<file path="src/rtl/holiday_pkg.sv">
// Shared types and constants for the holiday-lights front end.
package holiday_pkg;

    typedef enum logic [1:0] {
        IDLE         = 2'd0,
        PRESS_WAIT   = 2'd1,
        PRESSED      = 2'd2,
        RELEASE_WAIT = 2'd3
    } state_t;

    localparam int CLK_HZ             = 100_000_000;
    // 10 ms of stable level at the system clock rate
    localparam int DEB_CYCLES_DEFAULT = CLK_HZ / 100;
    localparam int SW_W               = 3;

endpackage

</file>
<file path="src/rtl/sync_2ff.sv">
// Generic two-flop synchroniser for asynchronous board inputs.
module sync_2ff #(
    parameter int W = 1
) (
    input  logic         clk,
    input  logic         rst_n,
    input  logic [W-1:0] d,
    output logic [W-1:0] q
);

    logic [W-1:0] meta;

    // Two-stage capture; the first stage may go metastable, the second is used downstream.
    always_ff @(posedge clk or negedge rst_n) begin
        if (!rst_n) begin
            meta <= '0;
            q    <= '0;
        end else begin
            meta <= d;
            q    <= meta;
        end
    end

endmodule

</file>
<file path="src/rtl/button_sw_conditioner.sv">
// Button/switch conditioner feeding the LED stage: synchronises both inputs,
// debounces the button, and emits a press pulse with a switch snapshot.
//
// state        | meaning
// -------------+-----------------------------------------------------------
// IDLE         | button released and accepted as released
// PRESS_WAIT   | button seen high, counting stable-high cycles
// PRESSED      | press accepted (pulse issued), waiting for button low
// RELEASE_WAIT | button seen low, counting stable-low cycles before re-arming
module button_sw_conditioner #(
    parameter int DEB_CYCLES = holiday_pkg::DEB_CYCLES_DEFAULT,
    parameter int SW_W       = holiday_pkg::SW_W
) (
    input  logic            clk,
    input  logic            rst_n,
    input  logic            button_in,
    input  logic [SW_W-1:0] switch_in,
    output logic            btn_pulse,
    output logic [SW_W-1:0] sw_hold,
    output logic            btn_level
);

    import holiday_pkg::state_t;
    import holiday_pkg::IDLE;
    import holiday_pkg::PRESS_WAIT;
    import holiday_pkg::PRESSED;
    import holiday_pkg::RELEASE_WAIT;

    localparam int                CNT_W    = $clog2(DEB_CYCLES) + 1;
    localparam logic [CNT_W-1:0]  CNT_LAST = CNT_W'(DEB_CYCLES - 1);

    logic            btn_s;
    logic [SW_W-1:0] sw_s;
    state_t          state;
    logic [CNT_W-1:0] cnt;

    sync_2ff #(.W(1)) u_sync_btn (
        .clk   (clk),
        .rst_n (rst_n),
        .d     (button_in),
        .q     (btn_s)
    );

    sync_2ff #(.W(SW_W)) u_sync_sw (
        .clk   (clk),
        .rst_n (rst_n),
        .d     (switch_in),
        .q     (sw_s)
    );

    // Debounce FSM with registered pulse, snapshot and level outputs.
    always_ff @(posedge clk or negedge rst_n) begin
        if (!rst_n) begin
            state     <= IDLE;
            cnt       <= '0;
            btn_pulse <= 1'b0;
            sw_hold   <= '0;
            btn_level <= 1'b0;
        end else begin
            btn_pulse <= 1'b0;
            case (state)
                IDLE: begin
                    if (btn_s) begin
                        state <= PRESS_WAIT;
                        cnt   <= '0;
                    end
                end
                PRESS_WAIT: begin
                    if (!btn_s) begin
                        state <= IDLE;
                    end else if (cnt == CNT_LAST) begin
                        state     <= PRESSED;
                        btn_pulse <= 1'b1;
                        sw_hold   <= sw_s;
                        btn_level <= 1'b1;
                    end else begin
                        cnt <= cnt + 1'b1;
                    end
                end
                PRESSED: begin
                    if (!btn_s) begin
                        state <= RELEASE_WAIT;
                        cnt   <= '0;
                    end
                end
                RELEASE_WAIT: begin
                    // A return to high here is release bounce: back to PRESSED without a pulse.
                    if (btn_s) begin
                        state <= PRESSED;
                    end else if (cnt == CNT_LAST) begin
                        state     <= IDLE;
                        btn_level <= 1'b0;
                    end else begin
                        cnt <= cnt + 1'b1;
                    end
                end
                default: begin
                    state     <= IDLE;
                    cnt       <= '0;
                    btn_level <= 1'b0;
                end
            endcase
        end
    end

endmodule

</file>
<file path="config.mk">
export PLATFORM = sky130hd
export DESIGN_NAME = button_sw_conditioner
export DESIGN_NICKNAME = d
export VERILOG_FILES = /design/src/rtl/holiday_pkg.sv /design/src/rtl/sync_2ff.sv /design/src/rtl/button_sw_conditioner.sv
export SDC_FILE = /design/constraint.sdc
export NUM_CORES = 1
export LEC_CHECK = 0
export BUFFER_PORTS_ARGS = -buffer_cell sky130_fd_sc_hd__buf_2
export CORE_MARGIN = 2
export CORE_UTILIZATION = 29
export DETAILED_ROUTE_END_ITERATION = 16
export HOLD_SLACK_MARGIN = 0.06
export PLACE_DENSITY = 0.46
export SLEW_MARGIN = 10
export SYNTH_ARGS = -nofsm -noshare
export SYNTH_HDL_FRONTEND = slang
export SYNTH_SLANG_ARGS = --single-unit
</file>
<file path="constraint.sdc">
create_clock -name clk -period 2.7 [get_ports clk]
set_clock_uncertainty 0.05 [all_clocks]
set_input_delay 0.27 -clock clk [delete_from_list [all_inputs] [get_ports clk]]
set_output_delay 0.27 -clock clk [all_outputs]
set_load 0.03 [all_outputs]
</file>
==> results of run 1 <==
-- what timing repair did --
action | in CTS | in global routing
endpoints found under the setup margin | 0 | 0
hold buffers | 5 | 0
setup buffers | 0 | 0
endpoints found under the hold margin | 15 | 0
-- worst reg2reg max path: stages (launching register included) --
cell,delay (ns)
dfrtp_1,0.46
or4_4,0.59
nor4_4,0.37
nand4_4,0.18
mux2_4,0.33
-- report_power, final --
group	leakage, uW	internal (uW)	switching [uW]
combinational	0.000373	21.1	35.7
sequential	0.000480	551	11.7
clock	0.0000541	273	200
total	0.000907	845	248
-- through the flow --
| stage | worst slack [ns] | cell area (um2) | std cells |
|---|---|---|---|
| after floorplan | 0.668 | 1850 | 183 |
| after global placement | 0.643 | 2010 | 267 |
| after CTS | 0.609 | 2170 | 280 |
| final | 0.609 | 2170 | 280 |
| after global routing | 0.532 | 2170 | 280 |
| after detailed placement | 0.633 | 2010 | 267 |
-- sequential cells by signal, summed over array words and instances, names as in the netlist, named ones only --
register and flops:
cnt 21, u_sync_sw.meta 3, btn_pulse 1, btn_level 1
u_sync_btn.q 1, u_sync_sw.q 3, sw_hold 3, state 1
u_sync_btn.meta 1
-- per-layer routing --
layer / vias up / global-route usage (%) / part of all wire (%)
met1: 736 / 19.3 / 49
li1: 731 / - / -
met5: - / 0 / 0
met4: 0 / 4.84 / 1.5
met2: 33 / 20.7 / 46
met3: 5 / 2.77 / 3.1
-- layout by cell type, fill, tap and decap left out, drive strengths merged, types with 2 or more instances in the layout --
master        n
a211oi        3
a21oi        11
a31oi         2
and2          3
and3          5
and4          5
buf          15
clkbuf        5
dfrtp        36
dlygate4sd3   5
inv          10
mux2          3
nand2        15
nand3        13
nand4         9
nor2          6
nor4          2
o211ai        7
o21ai        12
o311ai        2
o31ai         2
o41ai         3
or3           6
or4           6
-- cell type report --
cell class | count | area (um2) | share of cell area, %
clock inverter | 3 | 42.5 | 1.96
tap | 77 | 96.3 | 4.45
multi-input combinational | 129 | 883 | 40.8
timing repair buffer | 20 | 138 | 6.35
inverter | 10 | 37.5 | 1.73
sequential | 36 | 901 | 41.6
clock buffer | 5 | 68.8 | 3.18
-- worst max path at each step --
stage / slack (ns) / cells after the start / end
2_1_floorplan: 0.67 / 4 / sw_hold[0]
3_3_place_gp: 0.64 / 4 / sw_hold[1]
3_5_place_dp: 0.63 / 4 / sw_hold[2]
4_1_cts: 0.61 / 4 / sw_hold[0]
5_1_grt: 0.53 / 4 / cnt[1]
6_report: 0.61 / 4 / sw_hold[0]
-- kinds of logic (layout without fill, tap and decap cells) --
logic type	after synthesis	after routing	share of synthesized area, %
AOI/OAI and AO/OA	48	48	16.8
xor gates and xnor gates	2	2	0.946
and+or+nand+nor	74	74	26.4
DFF	36	36	48.6
adders and majority gates	1	1	0.676
buffers and inverters	18	38	3.65
muxes	4	4	2.97
==> reports/qor.yml, run 1 <==
detailed_routing:
  vias_per_cell: 5.38
  wl_mm: 4.33
  drt_iter0_drc: 66
  wl_per_cell_um: 15.4
  vias: 1505
  antenna_left: 0
  drtPass1Iterations: 4
  drc_errors: 0
sta:
  tightest_slew_ns: 0.812
  relSlewSlack_pct: 45.8
  fmax_mhz: 478
  slew_viol_final: 0
  rsz0062_at_grt: "no"
  setup_violations: 0
  hold_viol_final: 0
  timing.hold.ws_ns: 0.301
  tns_ns: 0
  post-route-min-period_ns: 2.09
  fin_crit_sh_pct: 77.4
worst_hold_path:
  hold_class: "reg -> reg"
  holdPathEnd: "u_sync_sw.q[0]"
  worstHoldStart: "u_sync_sw.meta[0]"
  hold_depth: 0
logic_synthesis:
  synth_edf_count: 0
  synth_fp_nets: 190
  ys_ff_latch: 36
  synth_cells: 183
  yosysWarnings: 0
  async_flop_share_pct: 100
  synth_flop_cell: "dfrtp_1"
  synth_area_um2: 1850
  synth_top_area_share_pct: 48.6
  synth.largest_area_cell: "dfrtp_1"
  yosysMostFrequentCell: "dfrtp_1"
  yosys-top-cells-count: "36 x dfrtp_1, 15 x nand2_1, 13 x nand3_1"
  ys_seq_area_share_pct: 48.6
  yosysUniqueCellTypes: 42
  avgSynthCellArea_um2: 10.1
  synth_area_leaders: "dfrtp_1 49%, nand3_1 3.5%, o21ai_0 3.2%, nand2_1 3.0%, a21oi_1 3.0%"
floorplanning:
  ios: 11
  start_util_pct: 29.5
  die_area_um2: 7040
  die_y_um: 83.9
  die_x_um: 83.9
  core_area_um2: 6280
  rows: 29
setup_path:
  crit_path_end_kind: "flop"
  cp_data_arrival_time_ns: 2.21
  path_class: "reg -> reg"
  reg2reg_depth: 4
  crit_buf_inv: 0
  critical_path.max_stage_delay_ns: 0.58
  startpoint_type: "flop"
  critPathMaxFanout: 8
  r2r_end: "sw_hold[0]"
  timing.rr.start: "cnt[12]"
  worstPathRequired_ns: 2.82
  crit_start: "cnt[12]"
  cp_cell_sequence: "or4_4, nor4_4, nand4_4, mux2_4"
  cp_slowest_cell: "or4_4"
  reg2reg_setup_slack_ns: 0.61
  path_delay_family: "simple AND/OR/NAND/NOR gates"
place:
  place.gp.congestion: 0.778
  port_buffers: 10
  dpl.hpwl_mm: 2.97
power:
  fin_total_pwr_uw: 1090
  leakage_uw: 0.000907
  powerDensity_nw_per_um2: 504
  peakVddDrop_mv: 0.190
finish:
  layout-drive-gt1-share_pct: 16.7
  n_antenna_cell: 0
  finish.utilization_pct: 34.5
  n_fill_cell: 643
  syn_to_final_growth_pct: 17.0
  fin_nets: 209
clock_network:
  cts_buffers: 5
  cts_tree: "built"
  cts_buffer_depth: 2
  post_cts_resized: 0
  clk_latency_ns: 0.29
  cts_num_sinks: 36
  htree_levels: 2
  cts.clk_slew.worst_paths_ns: 0.08
  cts-root-buf: "clkbuf_8"
global_route:
  grt_pass1_vias: 1511
  gr-total-overflow: 0
  grt_max_degree: 37
  grt_antenna_before_repair: 0
  grt_pass1_wl_mm: 7.67
  gr-usage-all-layers_pct: 13.6
job:
  timing.max_cap.violations: 0
status:
  status: "finished, final reports clean"
Note: power is estimated with default switching activity, not from simulation.
==> run 2, diff against run 1 <==
==> constraint.sdc (replaced) <==
create_clock -name clk -period 2 [get_ports clk]
set_clock_uncertainty 0.05 [all_clocks]
set_input_delay 0.2 -clock clk [delete_from_list [all_inputs] [get_ports clk]]
set_output_delay 0.2 -clock clk [all_outputs]
set_load 0.03 [all_outputs]
==> reports/qor.yml, run 2 (same netlist as run 1, synthesis figures left out) <==
finish:
  design_area_um2: 2360
  layout-drive-gt1-share_pct: 26.8
  multi_input_comb_area_um2: 893
  top_register: "cnt"
  seqCellArea_um2: 901
  final_common_cell: "dfrtp_1"
  n_fill_cell: 646
  final_cell_mix: "36 x dfrtp_1, 30 x buf_4, 15 x nand2_1"
  fin_cells: 305
  n_antenna_cell: 0
  fin_nets: 234
  largest_reg_flops: 21
  syn_to_final_growth_pct: 27.7
detailed_routing:
  drt_iter0_drc: 99
  vias: 1614
  wl_per_cell_um: 16.0
  antenna_left: 0
  drtPass1Iterations: 4
  drc_errors: 0
  wl_mm: 4.87
  vias_per_cell: 5.29
sta:
  fin_crit_sh_pct: 96.3
  tightest_slew_ns: 0.538
  hold_viol_final: 0
  rsz0062_at_grt: "yes"
  relSlewSlack_pct: 64.2
  fmax_mhz: 519
  tns_ns: 0
  slew_viol_final: 0
  setup_violations: 0
  post-route-min-period_ns: 1.93
floorplanning:
  die_x_um: 83.9
  rows: 29
  die_y_um: 83.9
  start_util_pct: 29.5
  ios: 11
  die_area_um2: 7040
  core_area_um2: 6280
global_route:
  gr-total-overflow: 0
  gr-usage-all-layers_pct: 15.2
  grt_max_degree: 24
  grt_pass1_vias: 1584
  grt_pass1_wl_mm: 8.45
  grt_antenna_before_repair: 0
power:
  peakVddDrop_mv: 0.224
  powerDensity_nw_per_um2: 634
  leakage_uw: 0.00103
worst_hold_path:
  holdPathEnd: "u_sync_btn.q"
  worstHoldStart: "u_sync_btn.meta"
  hold_depth: 0
  hold_class: "reg -> reg"
place:
  place.gp.congestion: 0.768
  post_dp_cell_area_um2: 2180
  post-place-cells: 290
  dpl.hpwl_mm: 3.51
  port_buffers: 10
clock_network:
  cts-root-buf: "clkbuf_8"
  cts.clk_slew.worst_paths_ns: 0.08
  clk_latency_ns: 0.29
  cts_buffer_depth: 2
  cts_tree: "built"
  htree_levels: 2
  cts_num_sinks: 36
  cts_buffers: 5
setup_path:
  reg2reg_depth: 4
  startpoint_type: "flop"
  worstPathRequired_ns: 2.13
  r2r_end: "sw_hold[0]"
  cp_data_arrival_time_ns: 2.06
  cp_cell_sequence: "or4_4, nor4_4, nand4_4, mux2_4"
  crit_path_end_kind: "flop"
  path_class: "reg -> reg"
  cp_slowest_cell: "or4_4"
  reg2reg_setup_slack_ns: 0.07
  timing.rr.start: "cnt[15]"
  critPathMaxFanout: 4
  critical_path.max_stage_delay_ns: 0.58
status:
  status: "finished, final reports clean"
job:
  timing.max_cap.violations: 0
==> run 2: area by class of cell <==
class / count / area share (%)
clock buffer: 5 / 2.91
sequential: 36 / 38.1
inverter: 10 / 1.59
timing repair buffer: 45 / 13.8
multi-input combinational: 129 / 37.8
clock inverter: 3 / 1.80
tap: 77 / 4.07
==> run 2: through the flow <==
| stage | worst slack [ns] | hold slack (ns) | power [uW] | utilization, % |
|---|---|---|---|---|
| floorplan | 0.0106 | -0.146 | 804 | - |
| global placement | 0.0976 | 0.177 | 857 | 34.7 |
| detailed placement | 0.0761 | 0.176 | 856 | 34.7 |
| CTS | 0.0681 | 0.303 | 1520 | 37.3 |
| global route | -0.00837 | 0.321 | 1560 | 37.7 |
| finish | 0.0733 | 0.300 | 1500 | 37.7 |
==> run 2: layer usage <==
layer / part of all wire, % / wire [um] / track usage [%]
met1: 49 / 2370 / 21.6
met2: 46 / 2250 / 23.2
met3: 2.9 / 139 / 2.67
met4: 2.2 / 107 / 5.28
met5: 0 / 0 / 0
==> run 2: where the power goes <==
part / internal [uW] / total, uW / switching, uW
clock network: 369 / 651 / 282
logic: 37.5 / 92.6 / 55.2
registers: 743 / 756 / 12.3
total: 1150 / 1500 / 350
==> run 2: how the worst max path moves through the flow <==
stage            endpoint  depth (start not counted)  slack (ns)  startpoint
2_1_floorplan  sw_hold[0]                          4        0.01     cnt[12]
3_3_place_gp   sw_hold[2]                          4         0.1     cnt[15]
3_5_place_dp   sw_hold[0]                          4        0.08     cnt[15]
4_1_cts        sw_hold[0]                          4        0.07     cnt[15]
5_1_grt           cnt[18]                          5      -0.008      cnt[1]
6_report       sw_hold[0]                          4        0.07     cnt[15]
==> run 2: worst max-delay path, delay by kind of cell, from the launching register on <==
family / cells / cell delay (ns)
AND/OR/NAND/NOR: 3 / 1.06
flip-flops: 1 / 0.38
multiplexers: 1 / 0.33
==> run 2: timing repair <==
item,in CTS,in global routing
setup buffers,0,2
hold endpoints to repair,25,0
gates resized for setup,0,2
hold buffers,5,0
setup endpoints to repair,0,7
